$ cat src/rtl/axil_reg_slave.sv
`default_nettype none
// ============================================================================
//  Module      : axil_reg_slave
//  Description : AXI4-Lite slave exposing a bank of REG_COUNT read/write
//                registers of DATA_WIDTH bits each. The write address and
//                write data channels are captured independently into one-deep
//                holding registers. A write commits once both are held and
//                the B channel is free. Reads have one cycle of latency and
//                support back-to-back transfers. The read and write paths are
//                fully independent of each other.
//
//  Ports
//    clk                      : sole clock, rising edge
//    rst                      : asynchronous active-high reset
//    s_axil_aw*               : write address channel (awprot ignored)
//    s_axil_w*                : write data channel with byte strobes
//    s_axil_b*                : write response channel (OKAY / SLVERR)
//    s_axil_ar*               : read address channel (arprot ignored)
//    s_axil_r*                : read data channel (OKAY / SLVERR)
//
//  Revision    : 1.0  initial release
// ============================================================================
module axil_reg_slave #(
   parameter int DATA_WIDTH = 32,
   parameter int ADDR_WIDTH = 16,
   parameter int STRB_WIDTH = DATA_WIDTH / 8,
   parameter int REG_COUNT  = 16
) (
   input  logic                  clk,
   input  logic                  rst,

   // write address channel
   input  logic [ADDR_WIDTH-1:0] s_axil_awaddr,
   input  logic [2:0]            s_axil_awprot,
   input  logic                  s_axil_awvalid,
   output logic                  s_axil_awready,

   // write data channel
   input  logic [DATA_WIDTH-1:0] s_axil_wdata,
   input  logic [STRB_WIDTH-1:0] s_axil_wstrb,
   input  logic                  s_axil_wvalid,
   output logic                  s_axil_wready,

   // write response channel
   output logic [1:0]            s_axil_bresp,
   output logic                  s_axil_bvalid,
   input  logic                  s_axil_bready,

   // read address channel
   input  logic [ADDR_WIDTH-1:0] s_axil_araddr,
   input  logic [2:0]            s_axil_arprot,
   input  logic                  s_axil_arvalid,
   output logic                  s_axil_arready,

   // read data channel
   output logic [DATA_WIDTH-1:0] s_axil_rdata,
   output logic [1:0]            s_axil_rresp,
   output logic                  s_axil_rvalid,
   input  logic                  s_axil_rready
);

   // ------------------------------------------------------------------------
   // Constants
   // ------------------------------------------------------------------------
   localparam int                    c_ADDR_LSB    = $clog2(STRB_WIDTH);
   localparam int                    c_IDX_WIDTH   = $clog2(REG_COUNT);
   localparam logic [ADDR_WIDTH-1:0] c_REG_LIMIT   = ADDR_WIDTH'(REG_COUNT);
   localparam logic [1:0]            c_RESP_OKAY   = 2'b00;
   localparam logic [1:0]            c_RESP_SLVERR = 2'b10;

   // ------------------------------------------------------------------------
   // Register bank
   // ------------------------------------------------------------------------
   logic [DATA_WIDTH-1:0] r_regs [REG_COUNT];

   // ------------------------------------------------------------------------
   // Write path state
   // ------------------------------------------------------------------------
   logic                  r_aw_held;
   logic [ADDR_WIDTH-1:0] r_awaddr;
   logic                  r_w_held;
   logic [DATA_WIDTH-1:0] r_wdata;
   logic [STRB_WIDTH-1:0] r_wstrb;
   logic                  r_bvalid;
   logic [1:0]            r_bresp;

   // ------------------------------------------------------------------------
   // Read path state
   // ------------------------------------------------------------------------
   logic                  r_rvalid;
   logic [DATA_WIDTH-1:0] r_rdata;
   logic [1:0]            r_rresp;

   // ------------------------------------------------------------------------
   // Combinational control
   // ------------------------------------------------------------------------
   logic                   w_aw_fire;
   logic                   w_w_fire;
   logic                   w_commit;
   logic                   w_ar_fire;
   logic                   w_arready;

   logic [ADDR_WIDTH-1:0]  w_aw_word;
   logic                   w_aw_in_range;
   logic [c_IDX_WIDTH-1:0] w_aw_idx;

   logic [ADDR_WIDTH-1:0]  w_ar_word;
   logic                   w_ar_in_range;
   logic [c_IDX_WIDTH-1:0] w_ar_idx;

   logic [DATA_WIDTH-1:0]  w_wmask;

   // Protection attributes carry no meaning for this register file.
   logic                   w_unused_prot;
   assign w_unused_prot = ^{s_axil_awprot, s_axil_arprot};

   // Holding registers are one deep, so ready is simply "slot empty". Both
   // come straight from flops, keeping valid->ready free of any comb path.
   assign w_aw_fire = s_axil_awvalid && !r_aw_held;
   assign w_w_fire  = s_axil_wvalid  && !r_w_held;

   // A write may commit whenever the response slot is empty or is being
   // drained on this very edge.
   assign w_commit  = r_aw_held && r_w_held && (!r_bvalid || s_axil_bready);

   assign w_arready = !r_rvalid || s_axil_rready;
   assign w_ar_fire = s_axil_arvalid && w_arready;

   // Word decode. The in-range test uses the full shifted address so that
   // any set bit above the register index yields SLVERR instead of aliasing.
   assign w_aw_word     = r_awaddr >> c_ADDR_LSB;
   assign w_aw_in_range = (w_aw_word < c_REG_LIMIT);
   assign w_aw_idx      = w_aw_word[c_IDX_WIDTH-1:0];

   assign w_ar_word     = s_axil_araddr >> c_ADDR_LSB;
   assign w_ar_in_range = (w_ar_word < c_REG_LIMIT);
   assign w_ar_idx      = w_ar_word[c_IDX_WIDTH-1:0];

   // Expand byte strobes into a bit mask for the merge below.
   generate
      for (genvar gi = 0; gi < STRB_WIDTH; gi++) begin : g_lane
         assign w_wmask[gi*8 +: 8] = {8{r_wstrb[gi]}};
      end
   endgenerate

   // ------------------------------------------------------------------------
   // Write address / data holding registers
   // ------------------------------------------------------------------------
   always_ff @(posedge clk or posedge rst) begin
      if (rst) begin
         r_aw_held <= 1'b0;
         r_awaddr  <= '0;
      end else if (w_commit) begin
         r_aw_held <= 1'b0;
      end else if (w_aw_fire) begin
         r_aw_held <= 1'b1;
         r_awaddr  <= s_axil_awaddr;
      end
   end

   always_ff @(posedge clk or posedge rst) begin
      if (rst) begin
         r_w_held <= 1'b0;
         r_wdata  <= '0;
         r_wstrb  <= '0;
      end else if (w_commit) begin
         r_w_held <= 1'b0;
      end else if (w_w_fire) begin
         r_w_held <= 1'b1;
         r_wdata  <= s_axil_wdata;
         r_wstrb  <= s_axil_wstrb;
      end
   end

   // ------------------------------------------------------------------------
   // Write response
   // ------------------------------------------------------------------------
   // A commit on the same edge as a B handshake keeps bvalid high and loads
   // the new response, giving back-to-back write responses.
   always_ff @(posedge clk or posedge rst) begin
      if (rst) begin
         r_bvalid <= 1'b0;
         r_bresp  <= c_RESP_OKAY;
      end else if (w_commit) begin
         r_bvalid <= 1'b1;
         r_bresp  <= w_aw_in_range ? c_RESP_OKAY : c_RESP_SLVERR;
      end else if (s_axil_bready) begin
         r_bvalid <= 1'b0;
      end
   end

   // ------------------------------------------------------------------------
   // Register bank update
   // ------------------------------------------------------------------------
   // Non-blocking update means a read sampled on the commit edge still sees
   // the old contents.
   always_ff @(posedge clk or posedge rst) begin
      if (rst) begin
         for (int i = 0; i < REG_COUNT; i++) begin
            r_regs[i] <= '0;
         end
      end else if (w_commit && w_aw_in_range) begin
         r_regs[w_aw_idx] <= (r_regs[w_aw_idx] & ~w_wmask) | (r_wdata & w_wmask);
      end
   end

   // ------------------------------------------------------------------------
   // Read path
   // ------------------------------------------------------------------------
   always_ff @(posedge clk or posedge rst) begin
      if (rst) begin
         r_rvalid <= 1'b0;
         r_rdata  <= '0;
         r_rresp  <= c_RESP_OKAY;
      end else if (w_ar_fire) begin
         r_rvalid <= 1'b1;
         if (w_ar_in_range) begin
            r_rdata <= r_regs[w_ar_idx];
            r_rresp <= c_RESP_OKAY;
         end else begin
            r_rdata <= '0;
            r_rresp <= c_RESP_SLVERR;
         end
      end else if (s_axil_rready) begin
         r_rvalid <= 1'b0;
      end
   end

   // ------------------------------------------------------------------------
   // Outputs
   // ------------------------------------------------------------------------
   assign s_axil_awready = !r_aw_held;
   assign s_axil_wready  = !r_w_held;
   assign s_axil_bvalid  = r_bvalid;
   assign s_axil_bresp   = r_bresp;
   assign s_axil_arready = w_arready;
   assign s_axil_rvalid  = r_rvalid;
   assign s_axil_rdata   = r_rdata;
   assign s_axil_rresp   = r_rresp;

endmodule
`default_nettype wire
$ cat config.mk
export PLATFORM = sky130hd
export DESIGN_NAME = axil_reg_slave
export DESIGN_NICKNAME = d
export VERILOG_FILES = /design/src/rtl/axil_reg_slave.sv
export SDC_FILE = /design/constraint.sdc
export NUM_CORES = 1
export LEC_CHECK = 0
export CAP_MARGIN = 10
export CORE_AREA = 2 2 246 429
export CTS_CLUSTER_DIAMETER = 50
export CTS_CLUSTER_SIZE = 10
export DETAILED_ROUTE_END_ITERATION = 8
export DIE_AREA = 0 0 248 431
export HOLD_SLACK_MARGIN = 0.06
export REMOVE_ABC_BUFFERS = 1
export SLEW_MARGIN = 10
export SYNTH_ARGS = -nofsm -noshare
export SYNTH_HDL_FRONTEND = slang
export SYNTH_SLANG_ARGS = --single-unit
$ cat constraint.sdc
create_clock -name clk -period 20.4 [get_ports clk]
set_input_delay 2.04 -clock clk [delete_from_list [all_inputs] [get_ports clk]]
set_output_delay 2.04 -clock clk [all_outputs]
set_load 0.05 [all_outputs]
# == Yosys cells after proc, flatten, opt, wreduce, memory -nomap -nowiden ==
# Cells that the tools add are included.
# op_classes
magnitude_cmp,5
mux,20
bitwise_logic,7
reduce_logical,19
# ops
cell,count
512-bit bitwise mux,1
32-bit binary-select mux with 4-bit select,2
32-bit 2-to-1 mux,6
32-bit demux with 4-bit select,1
32-bit AND,2
32-bit inverter,1
32-bit OR,1
14-bit by 5-bit less-than comparator with 1-bit output (second input constant),2
5-bit >= comparator (second input constant),2
4-bit inverter with 5-bit output,2
1-bit 2-to-1 mux,8
2-bit nonzero test,4
1-bit logical AND,7
5-bit by 1-bit less-than comparator with 1-bit output (second input constant),1
1-bit logical NOT,4
2-bit 2-to-1 mux,2
2-bit AND reduction,2
1-bit logical OR,2
1-bit inverter,1
# totals
ff_bits,604
input_bits,81
output_inout_bits,41
elab_cells,77

# == Logic depth before layout (Yosys ltp) ==
# logic_depth
ltp_word,7
mapped_depth,9
ltp_nobuf,4

# == Worst setup path after synthesis ==
# No wires, ideal clock.
# synth_path
kind,in2out
startpoint,input s_axil_rready
endpoint,output s_axil_arready
t_arrival_ns,2.512
required_ns,18.360
path_slack_ns,15.848
path_stages,1
cell_sequence,nand2b_1
# synth_between
elab_chain_cells,1
# synth_lines
element,line_no,source
"start, declared",59,input logic s_axil_rready
1-bit logical OR,126,assign w_arready = !r_rvalid || s_axil_rready;
"end, declared",53,"output logic s_axil_arready,"
# No other way between the ends.

# == Worst setup path after layout ==
# Ends and elaborated chain as after synthesis.

==> results.sh <==
export IMPL_p_switching_mw=1.448
export IMPL_drcViolationCount=0
export IMPL_period_needed_ps=5562
export IMPL_diodes=0
export IMPL_cpPeakStageDelay_ps=840
export IMPL_synth_area_um2=32870
export IMPL_crit_family="buffers and inverters"
export IMPL_holdBufCountCts=0
export IMPL_max_freq_mhz=179.8
export IMPL_drt_iter0_drc=1129
export IMPL_reg2reg_slack_ps=16390
export IMPL_yosys_top_cells_area="dfrtp_1, mux2i_1, mux4_2"
export IMPL_placed_cells=3829
export IMPL_seq_area_frac_synth=0.4568
export IMPL_nets=2645
export IMPL_setup_worst_path_end_class="output port"
export IMPL_vias=20080
export IMPL_swShare=0.3740
export IMPL_root_buffer="clkbuf_16"
export IMPL_post_route_period_util=0.2726
export IMPL_dp_worst_setup_slack_ps=14830
export IMPL_critPathSlowestCell="clkdlybuf4s50_1"
export IMPL_min_path_type="flip-flop to flip-flop"
export IMPL_p_leak_nw=15.75
export IMPL_core_area_um2=103300
export IMPL_final_common_cell="mux2i_1"
export IMPL_numPortBuffers=109
export IMPL_ctsResizeCount=0
export IMPL_crit_chain="clkdlybuf4s50_1, nand2b_1, clkdlybuf4s50_1"
export IMPL_whs_path_depth=1
export IMPL_antenna_found_initial=1
export IMPL_via_per_inst=5.110
export IMPL_timing_final_ws_setup_ps=14840
export IMPL_critPathRequiredTime_ps=18360
export IMPL_path_depth=3
export IMPL_grt_pass1_vias=21960
export IMPL_wire_per_inst_um=23.62
export IMPL_area_growth_syn_to_layout_pct=13.01
export IMPL_ff2ff_path_depth=5
export IMPL_final_cell_mix="mux2i_1, dfrtp_1, inv_1"
export IMPL_drv_slew=0
export IMPL_powerDensity_nw_per_um2=104.2
export IMPL_clk_path_buf_depth=3
export IMPL_numClockSinks=600
export IMPL_fp_row_count=156
export IMPL_ys_seq_elements=600
export IMPL_overflow=0
export IMPL_syn_inst=2509
export IMPL_synth_edf_count=0
export IMPL_cts_buffers_inserted=76
export IMPL_syn_avg_cell_area_um2=13.10
export IMPL_clkPwrFrac=0.325
export IMPL_ys_flop_type="dfrtp_1"
export IMPL_hpwl_mm=54.05
export IMPL_grt_use_total=0.1770
export IMPL_grt_pass1_wl_mm=140.9
export IMPL_die_h_um=431
export IMPL_async_flop_share=1.000
export IMPL_vdd_ir_drop_max_v=0.00007461
export IMPL_comb_power_share=0.323
export IMPL_ant_nets=0
export IMPL_seq_power_share=0.352
export IMPL_dieArea_um2=106900
export IMPL_cp_common_cell="clkdlybuf4s50_1"
export IMPL_fp_dieW_um=248
export IMPL_initial_core_util=0.3183
export IMPL_grt_max_degree=157
export IMPL_clk_pin_slew_ps=60
export IMPL_h_tree_depth=3
export IMPL_rsz0062_at_grt="no"
export IMPL_synth_cell_types=39
export IMPL_crit_path_start_kind="primary input"
export IMPL_routed_wl_mm=92.83
export IMPL_path_max_fanout=5
export IMPL_hold_viol_final=0
export IMPL_synth_warnings=0
export IMPL_final_setup_tns_ps=0
export IMPL_max_cap_violations=0
export IMPL_instances_no_fill=3930
export IMPL_cts_setup_buffers=0
export IMPL_worstSkewPairLatency_ps=660
export IMPL_gp_congestion=0.7438
export IMPL_post_route_util=0.3597
export IMPL_io_pin_count=122
export IMPL_worstSetupPathType="primary input to output port"
export IMPL_cts_tree="built"
export IMPL_outcome="finished, final reports clean"
export IMPL_tightest_slew_ps=1188
export IMPL_power_mw=3.871
export IMPL_first_pass_iters=5
export IMPL_intPower_mw=2.423
export IMPL_final_setup_viol_count=0
export IMPL_crit_buf_inv=2
export IMPL_max_slew_margin=0.2065
export IMPL_drive_above_1_share=0.1933
export IMPL_yosysTopAreaCellShare=0.4568
export IMPL_finalClockSkew_ps=25.27
export IMPL_synth_top_cell_by_area="dfrtp_1"
export IMPL_critPathArrivalTime_ps=3520
## state kept, by name, summed over array words and instances (netlist names)
| signal | cells |
|---|---|
| r_awaddr | 14 |
| r_regs | 512 |
| r_aw_held | 1 |
| s_axil_rresp | 1 |
| s_axil_bresp | 1 |
| r_w_held | 1 |
| r_wdata | 32 |
| s_axil_rvalid | 1 |
| r_wstrb | 4 |
| s_axil_bvalid | 1 |
| s_axil_rdata | 32 |
## cell usage after synthesis, drive strengths merged, types with 2 or more instances
master / count
mux2i: 639
or2: 2
nand2: 71
inv: 516
nand3b: 2
dfrtp: 600
buf: 145
o32ai: 32
nand2b: 7
clkinv: 4
and2: 18
nor4: 20
mux2: 47
clkbuf: 49
o21a: 2
a22o: 32
o21ai: 5
nand3: 4
o221ai: 32
nor2: 3
nor2b: 18
mux4: 224
a32o: 32
## worst paths after layout
path | startpoint | endpoint
setup / recovery | s_axil_rready | s_axil_arready
hold / removal | s_axil_rdata[16] | s_axil_rdata[16]
setup reg to reg | r_awaddr[2] | r_regs[69]
hold reg to reg | s_axil_rdata[16] | s_axil_rdata[16]
max in group asynchronous | rst | r_regs[452]
min in group asynchronous | rst | r_wdata[14]
## through the flow
stage                     cell area, um2  hold slack, ps
after floorplan                    31620           481.4
after global placement             34930           475.4
after detailed placement           34930           481.6
after CTS                          37140           494.4
after global routing               37140           508.7
final                              37140           491.5
## per-layer routing
layer  wire length [um]  vias up  part of all wire  global-route usage
li1                   -     8843                 -                   -
met1              37040    10570              0.40              0.2125
met2              48600      497              0.52              0.3154
met3               3968      166             0.043             0.02733
met4               3209        2             0.035             0.06744
met5                 13        -           0.00014                   0
## power by group through the flow
| stage | clock network, mW | registers [mW] | logic [mW] |
|---|---|---|---|
| 6_report | 1.26 | 1.36 | 1.25 |
| 5_1_grt | 1.34 | 1.37 | 1.33 |
| 4_1_cts | 1.29 | 1.36 | 1.27 |
| 3_5_place_dp | 0 | 1.38 | 1.26 |
| 3_3_place_gp | 0 | 1.38 | 1.26 |
| 2_1_floorplan | 0 | 1.41 | 0.845 |
## cells by family after synthesis
group | after synthesis | synth area share
muxes | 910 | 0.3642
DFF | 600 | 0.4568
AOI/OAI and AO/OA | 137 | 0.05074
and+or+nand+nor | 147 | 0.03076
other | 1 | 0.0001141
buffers and inverters | 714 | 0.09738
## layout make-up
type | count | area, um2
fill | 9828 | 66110
sequential | 600 | 15020
multi-input combinational | 1196 | 14700
clock buffer | 85 | 2029
inverter | 520 | 1959
tap | 1343 | 1680
timing repair buffer | 170 | 1575
clock inverter | 16 | 181.4
(Power assumes the default switching activity.)
